==> src/rtl/arm_pkg.sv <==
// ---------------------------------------------------------------------------
// arm_pkg
//   Shared definitions for the ARM core pipeline:
//     - EXE_CMD_W and the ALU command encodings driven by ID into EXE
//     - NZCV bit positions inside the 4-bit status value
//     - id_exe_ctrl_t: the decoded control bits carried from ID to EXE
// ---------------------------------------------------------------------------
package arm_pkg;

   localparam int EXE_CMD_W = 4;

   // ALU commands. Several opcodes share an ALU operation: CMP is a SUB
   // without writeback, TST an AND without writeback, LDR/STR use ADD for
   // address generation.
   localparam logic [EXE_CMD_W-1:0] EXE_MOV = 4'b0001;
   localparam logic [EXE_CMD_W-1:0] EXE_MVN = 4'b1001;
   localparam logic [EXE_CMD_W-1:0] EXE_ADD = 4'b0010;
   localparam logic [EXE_CMD_W-1:0] EXE_ADC = 4'b0011;
   localparam logic [EXE_CMD_W-1:0] EXE_SUB = 4'b0100;
   localparam logic [EXE_CMD_W-1:0] EXE_SBC = 4'b0101;
   localparam logic [EXE_CMD_W-1:0] EXE_AND = 4'b0110;
   localparam logic [EXE_CMD_W-1:0] EXE_ORR = 4'b0111;
   localparam logic [EXE_CMD_W-1:0] EXE_EOR = 4'b1000;
   localparam logic [EXE_CMD_W-1:0] EXE_CMP = 4'b0100;
   localparam logic [EXE_CMD_W-1:0] EXE_TST = 4'b0110;
   localparam logic [EXE_CMD_W-1:0] EXE_LDR = 4'b0010;
   localparam logic [EXE_CMD_W-1:0] EXE_STR = 4'b0010;

   // NZCV bit indices within sr_in / sr_out.
   localparam int SR_N = 3;
   localparam int SR_Z = 2;
   localparam int SR_C = 1;
   localparam int SR_V = 0;

   // Control bits that must never take effect for a bubble.
   typedef struct packed {
      logic valid;
      logic wb_en;
      logic mem_r_en;
      logic mem_w_en;
      logic b;
      logic s;
   } id_exe_ctrl_t;

endpackage : arm_pkg

==> src/rtl/id_exe_stage_reg_sat_counter.sv <==
// ---------------------------------------------------------------------------
// sat_counter
//   W-bit up counter that sticks at all-ones instead of wrapping.
//   Ports:
//     clk   in   rising-edge clock
//     rst   in   synchronous, active-high clear
//     inc   in   count this cycle
//     count out  current value
// ---------------------------------------------------------------------------
module sat_counter #(
   parameter int W = 16
) (
   input  logic         clk,
   input  logic         rst,
   input  logic         inc,
   output logic [W-1:0] count
);

   always_ff @(posedge clk) begin
      if (rst) begin
         count <= '0;
      end else if (inc && (count != {W{1'b1}})) begin
         count <= count + 1'b1;
      end
   end

endmodule : sat_counter

==> src/rtl/id_exe_stage_reg.sv <==
// ---------------------------------------------------------------------------
// id_exe_stage_reg
//   Pipeline register between decode (ID) and execute (EXE).
//   Edge priority: rst > flush > freeze > load.
//     rst    : clear everything, counters included
//     flush  : insert an all-zero bubble; bubble_cnt counts killed valid
//              instructions
//     freeze : hold every output; stall_cnt counts frozen cycles
//     load   : capture the ID fields; when valid_in=0 the control bits are
//              forced low so the captured slot has no side effects
//   All outputs are registered (1-cycle latency, no input-to-output path).
//
//   Optional build macro ID_EXE_FWD_EN adds forwarding fields:
//     src1_in/src2_in -> src1_out/src2_out, and two_src_out.
//
//   Ports:
//     clk, rst                      clock, sync active-high reset
//     freeze, flush                 hazard stall, branch flush
//     valid_in, wb_en_in, mem_r_en_in, mem_w_en_in, b_in, s_in  control
//     exe_cmd_in[4]                 ALU command
//     pc_in, val_rn_in, val_rm_in   PC+4 and operands (DATA_W)
//     imm_in, shift_operand_in[12]  immediate flag, instr[11:0]
//     dest_in[4], sr_in[4]          destination reg, NZCV
//     *_out                         registered copies of the above
//     is_memory_ins_out             registered mem_r_en | mem_w_en
//     bubble_cnt, stall_cnt         saturating perf counters (CNT_W)
// ---------------------------------------------------------------------------
module id_exe_stage_reg
   import arm_pkg::*;
#(
   parameter int DATA_W = 32,
   parameter int CNT_W  = 16
) (
   input  logic                 clk,
   input  logic                 rst,
   input  logic                 freeze,
   input  logic                 flush,
   input  logic                 valid_in,
   input  logic                 wb_en_in,
   input  logic                 mem_r_en_in,
   input  logic                 mem_w_en_in,
   input  logic                 b_in,
   input  logic                 s_in,
   input  logic [EXE_CMD_W-1:0] exe_cmd_in,
   input  logic [DATA_W-1:0]    pc_in,
   input  logic [DATA_W-1:0]    val_rn_in,
   input  logic [DATA_W-1:0]    val_rm_in,
   input  logic                 imm_in,
   input  logic [11:0]          shift_operand_in,
   input  logic [3:0]           dest_in,
   input  logic [3:0]           sr_in,
`ifdef ID_EXE_FWD_EN
   input  logic [3:0]           src1_in,
   input  logic [3:0]           src2_in,
   output logic [3:0]           src1_out,
   output logic [3:0]           src2_out,
   output logic                 two_src_out,
`endif
   output logic                 valid_out,
   output logic                 wb_en_out,
   output logic                 mem_r_en_out,
   output logic                 mem_w_en_out,
   output logic                 b_out,
   output logic                 s_out,
   output logic [EXE_CMD_W-1:0] exe_cmd_out,
   output logic [DATA_W-1:0]    pc_out,
   output logic [DATA_W-1:0]    val_rn_out,
   output logic [DATA_W-1:0]    val_rm_out,
   output logic                 imm_out,
   output logic [11:0]          shift_operand_out,
   output logic [3:0]           dest_out,
   output logic [3:0]           sr_out,
   output logic                 is_memory_ins_out,
   output logic [CNT_W-1:0]     bubble_cnt,
   output logic [CNT_W-1:0]     stall_cnt
);

   id_exe_ctrl_t ctrl_in;
   id_exe_ctrl_t ctrl_q;
   logic         is_mem_q;

   // Gate every control bit with valid_in so an empty slot can never write
   // a register, touch memory or branch.
   always_comb begin
      ctrl_in          = '0;
      ctrl_in.valid    = valid_in;
      ctrl_in.wb_en    = wb_en_in    & valid_in;
      ctrl_in.mem_r_en = mem_r_en_in & valid_in;
      ctrl_in.mem_w_en = mem_w_en_in & valid_in;
      ctrl_in.b        = b_in        & valid_in;
      ctrl_in.s        = s_in        & valid_in;
   end

   always_ff @(posedge clk) begin
      if (rst || flush) begin
         ctrl_q            <= '0;
         is_mem_q          <= 1'b0;
         exe_cmd_out       <= '0;
         pc_out            <= '0;
         val_rn_out        <= '0;
         val_rm_out        <= '0;
         imm_out           <= 1'b0;
         shift_operand_out <= '0;
         dest_out          <= '0;
         sr_out            <= '0;
      end else if (!freeze) begin
         ctrl_q            <= ctrl_in;
         // Taken from the gated inputs, not from the registered outputs.
         is_mem_q          <= ctrl_in.mem_r_en | ctrl_in.mem_w_en;
         exe_cmd_out       <= exe_cmd_in;
         pc_out            <= pc_in;
         val_rn_out        <= val_rn_in;
         val_rm_out        <= val_rm_in;
         imm_out           <= imm_in;
         shift_operand_out <= shift_operand_in;
         dest_out          <= dest_in;
         sr_out            <= sr_in;
      end
   end

`ifdef ID_EXE_FWD_EN
   // Forwarding fields follow the data path. two_src_out is a hint to the
   // forwarding unit that Rm is read (register operand or store data); it
   // is taken from the raw mem_w_en_in since valid_out already qualifies it.
   always_ff @(posedge clk) begin
      if (rst || flush) begin
         src1_out    <= '0;
         src2_out    <= '0;
         two_src_out <= 1'b0;
      end else if (!freeze) begin
         src1_out    <= src1_in;
         src2_out    <= src2_in;
         two_src_out <= ~imm_in | mem_w_en_in;
      end
   end
`endif

   assign valid_out         = ctrl_q.valid;
   assign wb_en_out         = ctrl_q.wb_en;
   assign mem_r_en_out      = ctrl_q.mem_r_en;
   assign mem_w_en_out      = ctrl_q.mem_w_en;
   assign b_out             = ctrl_q.b;
   assign s_out             = ctrl_q.s;
   assign is_memory_ins_out = is_mem_q;

   // A bubble is counted only when flush kills a real instruction.
   sat_counter #(.W(CNT_W)) u_bubble_cnt (
      .clk   (clk),
      .rst   (rst),
      .inc   (flush & valid_in),
      .count (bubble_cnt)
   );

   // Flush wins over freeze, so a flushed cycle is not a stall.
   sat_counter #(.W(CNT_W)) u_stall_cnt (
      .clk   (clk),
      .rst   (rst),
      .inc   (freeze & ~flush),
      .count (stall_cnt)
   );

endmodule : id_exe_stage_reg

==> config.mk <==
export PLATFORM = sky130hd
export DESIGN_NAME = id_exe_stage_reg
export DESIGN_NICKNAME = d
export VERILOG_FILES = /design/src/rtl/arm_pkg.sv /design/src/rtl/id_exe_stage_reg_sat_counter.sv /design/src/rtl/id_exe_stage_reg.sv
export SDC_FILE = /design/constraint.sdc
export NUM_CORES = 1
export LEC_CHECK = 0
export CAP_MARGIN = 20
export CORE_MARGIN = 2
export CORE_UTILIZATION = 35
export CTS_CLUSTER_SIZE = 10
export DETAILED_ROUTE_END_ITERATION = 8
export HOLD_SLACK_MARGIN = 0.1
export PLACE_DENSITY_LB_ADDON = 0.1
export SYNTH_ARGS = -nofsm -noshare
export SYNTH_HDL_FRONTEND = slang
export SYNTH_HIERARCHICAL = 1
export SYNTH_SLANG_ARGS = --single-unit
==> constraint.sdc <==
create_clock -name clk -period 2.3 [get_ports clk]
set_clock_uncertainty 0.2 [all_clocks]
set_input_delay 0.46 -clock clk [delete_from_list [all_inputs] [get_ports clk]]
set_output_delay 0.46 -clock clk [all_outputs]
set_load 0.02 [all_outputs]
==> results.sh, run 1 <==
export IMPL_worstPathBufferInverterCount=1
export IMPL_worstSkewPairLatency_ps=420
export IMPL_worst_path_max_delay_cell="clkdlybuf4s50_1"
export IMPL_drt_pre_antenna_iters=4
export IMPL_final_hold_viol_count=0
export IMPL_hold_fix_buffers_cts=0
export IMPL_placement_row_count=49
export IMPL_power_report_internal_total_mw=5.240
export IMPL_timing_critical_path_cells="clkdlybuf4s50_1"
export IMPL_post_synth_main_area_contributors="dfxtp_1, mux2i_1, nor2_1"
export IMPL_avgRoutedWirePerCell_um=15.96
export IMPL_syn_instance_count=616
export IMPL_globalplace_congestion=0.8112
export IMPL_path_clk_slew_ps=70
export IMPL_clockRootBuffer="clkbuf_16"
export IMPL_critical_path_max_stage_delay_ps=670
export IMPL_grt_setup_unrepaired="false"
export IMPL_cts_resized=0
export IMPL_globalRouteMet1Util_pct=22.61
export IMPL_global_route_peak_usage_layer="met2"
export IMPL_start_util_pct=35.59
export IMPL_design_final_nets=1037
export IMPL_ffs_latches_synth=160
export IMPL_worst_slew_margin_rel_pct=65.64
export IMPL_critPathMaxFanout=7
export IMPL_synth_enable_flop_cells=0
export IMPL_cp_top_family="buffers and inverters"
export IMPL_final_max_slew_viol_count=0
export IMPL_worstHoldPathType="flop to flop"
export IMPL_die_width_um=139.2
export IMPL_postRouteWirelength_um=18290
export IMPL_die_area_um2=19360
export IMPL_synthDominantAreaCellType="dfxtp_1"
export IMPL_drc=0
export IMPL_synthTopCellsByCount="dfxtp_1, nor2_1, mux2i_1"
export IMPL_gr_usage_met2_pct=32.36
export IMPL_net_switching_power_mw=1.491
export IMPL_yosys_warnings=6
export IMPL_io_pins=291
export IMPL_hold_worst_slack_ps=273.8
export IMPL_cellPowerDensity_nw_per_um2=671.1
export IMPL_grtUsageTotal_pct=18.56
export IMPL_vdd_drop_max_uv=467.9
export IMPL_share_seq_of_total_power_pct=42.9
export IMPL_worst_slew_pin_transition_ps=508.7
export IMPL_setup_worst_path_class="flop to output port"
export IMPL_power_share_switching_pct=22.15
export IMPL_yosysTopAreaCellShare_pct=50.10
export IMPL_post_cts_setup_buffer_count=0
export IMPL_synth_sequential_area_ratio_pct=50.10
export IMPL_comb_power_share_pct=11.6
export IMPL_maxCapViolations=0
export IMPL_final_min_period_over_clock_period_pct=96.64
export IMPL_grt_pass1_wl_um=28920
export IMPL_core_um2=17960
export IMPL_avgViaCountPerCell=4.864
export IMPL_grt_start_max_net_pins=58
export IMPL_syn_mean_instance_area_um2=10.38
export IMPL_setup_tns_final_ps=0
export IMPL_count_of_endpoints_failing_setup_in_the_final_report=0
export IMPL_ctsLongestPathBuffers=2
export IMPL_crit_required_ps=1640
export IMPL_tritoncts="built"
export IMPL_cts_htree_levels=4
export IMPL_dp_hpwl_um=13560
export IMPL_numClockSinks=160
export IMPL_mappedNetlistNets=749
export IMPL_postRouteAntennaNets=0
export IMPL_gr_util_met3_pct=4.247
export IMPL_number_of_antenna_violations_at_the_first_check_in_global_routing=0
export IMPL_fraction_of_layout_cells_with_a_size_suffix_above_1_pct=6.434
export IMPL_end_kind="output port"
export IMPL_grt_overflow_total=0
export IMPL_dr_first_iter_drc_count=195
export IMPL_filler_cell_count=1595
export IMPL_finalWorstPathRequiredPeriod_ps=2223
export IMPL_run_status="complete, no violations"
export IMPL_finalInstanceArea_um2=10030
export IMPL_nature_of_the_critical_path_startpoint="flop"
export IMPL_max_freq_mhz=449.9
export IMPL_power_leakage_nw=3.926
export IMPL_cts_buffers_inserted=17
export IMPL_power_clock_fraction_pct=45.5
export IMPL_synthMostInstantiatedCell="dfxtp_1"
export IMPL_area_growth_pct=56.87
export IMPL_num_vias=5574
export IMPL_synthArstFlopShare_pct=0
export IMPL_postSynth_topFlopCell="dfxtp_1"
export IMPL_dpl_instance_area_um2=9374
export IMPL_grt_pass1_vias=5440
export IMPL_die_y_um=139.2
export IMPL_mappedNetlistArea_um2=6394
export IMPL_yosysUniqueCellTypes=39
export IMPL_port_buffers=290
export IMPL_critical_path_arrival_ps=1560
export IMPL_num_antenna_cells=0
placed cells by master, fill, tap and decap left out, types with 4 or more instances in the layout:
cell type,netlist,routed
a21oi_1,22,22
a22oi_1,5,5
and4_1,6,6
buf_12,11,5
buf_4,2,11
bufinv_16,0,4
clkbuf_16,0,17
clkbuf_8,0,4
clkdlybuf4s50_1,0,289
dfxtp_1,160,160
inv_1,6,6
mux2i_1,123,123
nand2_1,13,13
nand3_1,12,12
nand4_1,6,6
nor2_1,139,139
nor2b_1,5,5
nor3_1,8,8
nor4_1,4,4
o21ai_0,9,9
o31ai_1,12,12
or3_1,6,6
or4_1,14,14
xnor2_1,4,4
logic make-up after synthesis:
logic type,after synthesis,share of synthesized area [%]
flip-flops,160,50.10
AO/OA/AOI/OAI,54,5.206
adder cells (fa/ha/maj),2,0.3913
multiplexers,125,19.61
AND/OR/NAND/NOR,228,17.65
buffers and inverters,43,6.497
XOR/XNOR,4,0.5479
state kept, by name (all words and copies together), names as in the netlist:
name	flops
pc_out	32
val_rm_out	32
val_rn_out	32
u_bubble_cnt/count	16
u_stall_cnt/count	16
shift_operand_out	12
dest_out	4
exe_cmd_out	4
sr_out	4
b_out	1
imm_out	1
is_memory_ins_out	1
mem_r_en_out	1
mem_w_en_out	1
s_out	1
valid_out	1
wb_en_out	1
power groups by stage:
stage / Combinational [mW] / Sequential, mW / Clock [mW]
floorplan: 0.302 / 3.04 / 0
global placement: 0.779 / 2.95 / 0
detailed placement: 0.788 / 2.95 / 0
CTS: 0.792 / 2.89 / 3.15
global route: 0.835 / 2.90 / 3.27
finish: 0.783 / 2.89 / 3.06
routing by layer:
layer	vias to the layer above	wire length, um
met4	0	333
met3	22	1149
met1	2616	7687
met5	-	0
li1	2729	-
met2	207	9122
worst paths after layout:
path	from	end	slack [ps]	cells past startpoint
worst max-delay path	u_bubble_cnt/count[5]$_SDFFE_PP0P_	bubble_cnt[5]	80	1
worst min-delay path	is_memory_ins_out$_SDFFE_PP0N_	is_memory_ins_out$_SDFFE_PP0N_	270	2
worst max register to register	u_stall_cnt/count[0]$_SDFFE_PP0P_	u_stall_cnt/count[11]$_SDFFE_PP0P_	260	6
worst min register to register	is_memory_ins_out$_SDFFE_PP0N_	is_memory_ins_out$_SDFFE_PP0N_	270	2
metrics by stage:
stage | setup WS (ps) | util (%) | cells | power (mW)
2_1_floorplan | 54.29 | - | 616 | 3.341
3_3_place_gp | 27.60 | 52.18 | 1114 | 3.725
3_5_place_dp | -43.88 | 52.18 | 1114 | 3.738
4_1_cts | 54.23 | 55.83 | 1146 | 6.830
5_1_grt | 4.827 | 55.83 | 1146 | 7.004
6_report | 77.20 | 55.83 | 1146 | 6.731
area by class of cell:
| type | count | area, um^2 | share of cell area, % |
|---|---|---|---|
| clock buffer | 21 | 480.5 | 4.790 |
| clock inverter | 11 | 175.2 | 1.747 |
| inverter | 6 | 22.52 | 0.2246 |
| multi-input combinational | 413 | 2775 | 27.67 |
| sequential | 160 | 3203 | 31.94 |
| tap | 229 | 286.5 | 2.857 |
| timing repair buffer | 306 | 3087 | 30.78 |
Note: power is estimated with default switching activity, not from simulation.
==> inputs of run 2 (changes only) <==
--- a/config.mk
+++ b/config.mk
@@ -10,6 +10,7 @@
 export CORE_UTILIZATION = 35
 export CTS_CLUSTER_SIZE = 10
 export DETAILED_ROUTE_END_ITERATION = 8
+export GPL_ROUTABILITY_DRIVEN = 0
 export HOLD_SLACK_MARGIN = 0.1
 export PLACE_DENSITY_LB_ADDON = 0.1
 export SYNTH_ARGS = -nofsm -noshare
==> constraint.sdc (replaced) <==
create_clock -name clk -period 2.4 [get_ports clk]
set_clock_uncertainty 0.2 [all_clocks]
set_input_delay 0.48 -clock clk [delete_from_list [all_inputs] [get_ports clk]]
set_output_delay 0.48 -clock clk [all_outputs]
set_load 0.02 [all_outputs]
==> run 2 against run 1 <==
Highest routed layer unchanged. Wire length up 1.5%. Largest power group is now registers. Count of clock-buffer cells in the layout shrank 1. Clock power is 16% lower.
==> results.sh, run 2 (synthesized netlist as in run 1, its figures left out) <==
export IMPL_run_status="complete, no violations"
export IMPL_critical_path_arrival_ps=1580
export IMPL_nature_of_the_critical_path_startpoint="flop"
export IMPL_maxCapViolations=0
export IMPL_design_final_nets=1035
export IMPL_end_kind="output port"
export IMPL_final_hold_viol_count=0
export IMPL_post_cts_setup_buffer_count=0
export IMPL_postRouteAntennaNets=0
export IMPL_reg2regPathDepth=6
export IMPL_hold_path_depth=3
export IMPL_io_pins=291
export IMPL_worst_slew_margin_rel_pct=55.48
export IMPL_power_total_mw=6.098
export IMPL_cellPowerDensity_nw_per_um2=616.3
export IMPL_setup_worst_path_class="flop to output port"
export IMPL_die_width_um=139.2
export IMPL_reg_largest_list="pc_out: 32 flops, val_rm_out: 32 flops, val_rn_out: 32 flops"
export IMPL_timing_critical_path_cells="clkdlybuf4s50_1"
export IMPL_worst_slew_pin_transition_ps=667.8
export IMPL_cts_resized=0
export IMPL_core_um2=17960
export IMPL_final_min_period_over_clock_period_pct=94.04
export IMPL_start_util_pct=35.59
export IMPL_worstPathBufferInverterCount=1
export IMPL_ctsLongestPathBuffers=2
export IMPL_mostFrequentLayoutCell="clkdlybuf4s50_1"
export IMPL_postRouteWirelength_um=18560
export IMPL_worstHoldPathType="input pin to flop"
export IMPL_cts_buffers_inserted=17
export IMPL_dp_hpwl_um=13780
export IMPL_tritoncts="built"
export IMPL_path_clk_slew_ps=60
export IMPL_count_of_endpoints_failing_setup_in_the_final_report=0
export IMPL_die_area_um2=19360
export IMPL_drc=0
export IMPL_port_buffers=290
export IMPL_num_vias=5509
export IMPL_clockRootBuffer="clkbuf_16"
export IMPL_dr_first_iter_drc_count=163
export IMPL_final_max_slew_viol_count=0
export IMPL_pre_cts_ws_ps=49.85
export IMPL_grtUsageTotal_pct=18.93
export IMPL_crit_required_ps=1720
export IMPL_hold_fix_buffers_cts=0
export IMPL_num_antenna_cells=0
export IMPL_worstSkewPairLatency_ps=410
export IMPL_fraction_of_layout_cells_with_a_size_suffix_above_1_pct=5.805
export IMPL_number_of_antenna_violations_at_the_first_check_in_global_routing=0
export IMPL_hold_worst_slack_ps=156.7
export IMPL_setup_tns_final_ps=0
export IMPL_numClockSinks=160
export IMPL_grt_overflow_total=0
export IMPL_cts_htree_levels=4
export IMPL_area_growth_pct=54.74
export IMPL_critical_path_max_stage_delay_ps=670
export IMPL_finalWorstPathRequiredPeriod_ps=2257
export IMPL_cp_top_family="buffers and inverters"
export IMPL_critPathMaxFanout=7
export IMPL_grt_pass1_vias=5521
export IMPL_die_y_um=139.2
export IMPL_max_freq_mhz=443.1
export IMPL_placement_row_count=49
export IMPL_vdd_drop_max_uv=469.2
export IMPL_final_cell_mix="clkdlybuf4s50_1, dfxtp_1, nor2_1"
export IMPL_worst_path_stages=1
export IMPL_grt_setup_unrepaired="false"
export IMPL_grt_pass1_wl_um=29450
export IMPL_avgRoutedWirePerCell_um=16.25
export IMPL_drt_pre_antenna_iters=5
export IMPL_power_leakage_nw=3.864
export IMPL_avgViaCountPerCell=4.824
export IMPL_grt_start_max_net_pins=49
export IMPL_worst_path_max_delay_cell="clkdlybuf4s50_1"
export IMPL_post_route_worst_setup_slack_ps=143.1
==> run 2: changes by cell type in the layout (fill, tap and decap cells not counted), sizes merged <==
cell / before / now
buf: 17 / 15
clkinv: 3 / 5
clkbuf: 21 / 20
bufinv: 4 / 2
inv: 8 / 7
==> run 2: worst reg2reg max path, cell delays in order, from the launching register on <==
cell and delay [ps]:
dfxtp_1 360, ha_1 280, nand3_1 160, nor4_4 50, buf_4 190, nor4bb_1 350, mux2_2 370
==> run 2: layout make-up <==
cell class | count | area, um^2
flip-flops and latches | 160 | 3203
clock buffers | 20 | 446.7
multi-input cells | 413 | 2775
clock inverters | 10 | 112.6
inverters | 6 | 22.52
fillers | 1618 | 8070
repair buffers | 304 | 3047
well taps | 229 | 286.5
==> run 2: metal layers <==
layer | global-route usage, % | vias to the layer above | share of wire [%]
met2 | 33.37 | 187 | 50
met1 | 23.18 | 2581 | 44
met4 | 5.742 | 0 | 1.0
li1 | - | 2731 | -
met5 | 0 | - | 0
met3 | 4.040 | 10 | 4.9
==> run 2: power by group <==
part	total (mW)	internal [mW]	switching [mW]	leakage [nW]
logic	0.747	0.427	0.320	2.29
clock network	2.58	1.55	1.04	0.272
registers	2.77	2.73	0.0391	1.30
==> run 2: per-stage QoR <==
stage / std cells / cell area, um^2 / util, %
CTS: 1142 / 9893 / 55.07
finish: 1142 / 9893 / 55.07
global route: 1142 / 9893 / 55.07
floorplan: 616 / 6394 / -
global placement: 1112 / 9334 / 51.96
detailed placement: 1112 / 9334 / 51.96
==> run 2: path summary, 6_finish.rpt <==
path                                      startpoint  slack, ps                                 end
setup / recovery  u_bubble_cnt/count[5]$_SDFFE_PP0P_        140                       bubble_cnt[5]
setup reg to reg   u_stall_cnt/count[0]$_SDFFE_PP0P_        330  u_stall_cnt/count[11]$_SDFFE_PP0P_
hold / removal                                freeze        160      is_memory_ins_out$_SDFFE_PP0N_
hold reg to reg       is_memory_ins_out$_SDFFE_PP0N_        280      is_memory_ins_out$_SDFFE_PP0N_
==> inputs of run 3 (changes only) <==
==> constraint.sdc (replaced) <==
create_clock -name clk -period 2.6 [get_ports clk]
set_clock_uncertainty 0.2 [all_clocks]
set_input_delay 0.52 -clock clk [delete_from_list [all_inputs] [get_ports clk]]
set_output_delay 0.52 -clock clk [all_outputs]
set_load 0.02 [all_outputs]
==> run 3 against run 2 <==
Final area about the same. Critical endpoint is now stall_cnt[2]. Core utilization about the same. Clock power is 2% lower. Non-clock buffer count shrank 5.
==> results.sh, run 3 (synthesized netlist as in run 1, its figures left out) <==
export IMPL_power_clock_fraction_pct=43.9
export IMPL_port_buffers=290
export IMPL_area_growth_pct=54.68
export IMPL_register_area_um2=3203
export IMPL_cp_top_family="buffers and inverters"
export IMPL_setup_worst_path_class="flop to output port"
export IMPL_max_freq_mhz=436.4
export IMPL_worst_path_max_delay_cell="clkdlybuf4s50_1"
export IMPL_power_share_switching_pct=22.97
export IMPL_cellPowerDensity_nw_per_um2=584.5
export IMPL_cts_resized=0
export IMPL_numClockSinks=160
export IMPL_ctsLongestPathBuffers=2
export IMPL_worstSkewPairLatency_ps=410
export IMPL_hold_fix_buffers_cts=0
export IMPL_grtUsageTotal_pct=18.63
export IMPL_postRouteAntennaNets=0
export IMPL_dpl_instance_area_um2=9284
export IMPL_final_hold_viol_count=0
export IMPL_vdd_drop_max_uv=437.9
export IMPL_number_of_antenna_violations_at_the_first_check_in_global_routing=0
export IMPL_worst_slew_margin_rel_pct=37.75
export IMPL_worstHoldPathType="flop to flop"
export IMPL_clockRootBuffer="clkbuf_16"
export IMPL_end_kind="output port"
export IMPL_postRouteWirelength_um=18530
export IMPL_count_of_endpoints_failing_setup_in_the_final_report=0
export IMPL_num_antenna_cells=0
export IMPL_path_clk_slew_ps=70
export IMPL_timing_critical_path_cells="clkdlybuf4s50_1"
export IMPL_die_width_um=139.2
export IMPL_worstPathBufferInverterCount=1
export IMPL_dr_first_iter_drc_count=213
export IMPL_grt_start_max_net_pins=130
export IMPL_comb_power_share_pct=11.9
export IMPL_worst_slew_pin_transition_ps=933.7
export IMPL_maxCapViolations=0
export IMPL_critical_path_max_stage_delay_ps=690
export IMPL_layout_core_utilization_pct=55.05
export IMPL_finalInstanceArea_um2=9889
export IMPL_nature_of_the_critical_path_startpoint="flop"
export IMPL_drt_pre_antenna_iters=4
export IMPL_power_leakage_nw=3.854
export IMPL_tritoncts="built"
export IMPL_multiInputGateArea_um2=2775
export IMPL_power_report_internal_total_mw=4.452
export IMPL_final_min_period_over_clock_period_pct=88.14
export IMPL_net_switching_power_mw=1.328
export IMPL_grt_setup_unrepaired="false"
export IMPL_run_status="complete, no violations"
export IMPL_mostFrequentLayoutCell="clkdlybuf4s50_1"
export IMPL_grt_overflow_total=0
export IMPL_die_area_um2=19360
export IMPL_placement_row_count=49
export IMPL_critPathMaxFanout=8
export IMPL_drc=0
export IMPL_grt_pass1_vias=5393
export IMPL_cts_htree_levels=4
export IMPL_critical_path_arrival_ps=1570
export IMPL_finalWorstPathRequiredPeriod_ps=2292
export IMPL_setup_tns_final_ps=0
export IMPL_design_final_nets=1030
export IMPL_avgViaCountPerCell=4.845
export IMPL_filler_cell_count=1590
export IMPL_start_util_pct=35.59
export IMPL_final_cell_mix="clkdlybuf4s50_1, dfxtp_1, nor2_1"
export IMPL_cts_buffers_inserted=17
export IMPL_die_y_um=139.2
export IMPL_grt_pass1_wl_um=28980
export IMPL_num_vias=5518
export IMPL_crit_required_ps=1880
export IMPL_dp_hpwl_um=13470
export IMPL_core_um2=17960
export IMPL_post_cts_setup_buffer_count=0
export IMPL_io_pins=291
export IMPL_fraction_of_layout_cells_with_a_size_suffix_above_1_pct=5.495
export IMPL_avgRoutedWirePerCell_um=16.27
export IMPL_final_max_slew_viol_count=0
export IMPL_hold_worst_slack_ps=265.5
export IMPL_reg_largest_list="pc_out: 32 flops, val_rm_out: 32 flops, val_rn_out: 32 flops"
export IMPL_share_seq_of_total_power_pct=44.2
-- run 3: changes by cell type in the layout (fill, tap and decap cells not counted) --
cell       change
buf_4          -4
clkinv_4       +3
clkinv_2       -2
buf_12         -1
bufinv_16      +1
-- run 3: layout make-up --
| cell class | count | area share (%) |
|---|---|---|
| Tap cell | 229 | 2.897 |
| Inverter | 6 | 0.2277 |
| Timing Repair Buffer | 299 | 30.30 |
| Clock buffer | 20 | 4.517 |
| Clock inverter | 12 | 1.607 |
| Multi-Input combinational cell | 413 | 28.06 |
| Sequential cell | 160 | 32.39 |
-- run 3: layer usage --
layer  vias to the layer above  share of wire (%)  track usage, %  routed length, um
met5                         -                  0               0                  0
met4                         0                1.7           6.167                308
met3                        18                5.2           4.489                964
met2                       188                 50           32.23               9270
met1                      2601                 43           22.83               7984
li1                       2711                  -               -                  -
-- run 3: power by group through the flow --
stage | clock network [mW] | logic, mW | registers, mW
floorplan | 0 | 0.268 | 2.69
global placement | 0 | 0.679 | 2.61
detailed placement | 0 | 0.689 | 2.61
CTS | 2.61 | 0.693 | 2.56
global route | 2.71 | 0.731 | 2.56
finish | 2.54 | 0.685 | 2.56
-- run 3: worst register-to-register path: stages, from the launching register on --
cell	delay, ps
dfxtp_1	430
ha_1	280
nand3_1	140
nor4_4	510
buf_4	260
o21ai_0	80
a21oi_1	170
-- run 3: through the flow --
stage | power (mW) | setup slack (ps) | instances
floorplan | 2.956 | 294.3 | 616
global placement | 3.285 | 168.2 | 1107
detailed placement | 3.299 | 154.3 | 1107
CTS | 5.854 | 290.8 | 1139
global route | 6.007 | 227.2 | 1139
finish | 5.780 | 308.4 | 1139
-- run 3: worst paths after layout --
path | from | endpoint | slack (ps) | cells past startpoint
worst min register to register | is_memory_ins_out$_SDFFE_PP0N_ | is_memory_ins_out$_SDFFE_PP0N_ | 270 | 2
worst max-delay path | u_stall_cnt/count[2]$_SDFFE_PP0P_ | stall_cnt[2] | 310 | 1
worst min-delay path | is_memory_ins_out$_SDFFE_PP0N_ | is_memory_ins_out$_SDFFE_PP0N_ | 270 | 2
worst max register to register | u_bubble_cnt/count[0]$_SDFFE_PP0P_ | u_bubble_cnt/count[0]$_SDFFE_PP0P_ | 440 | 6
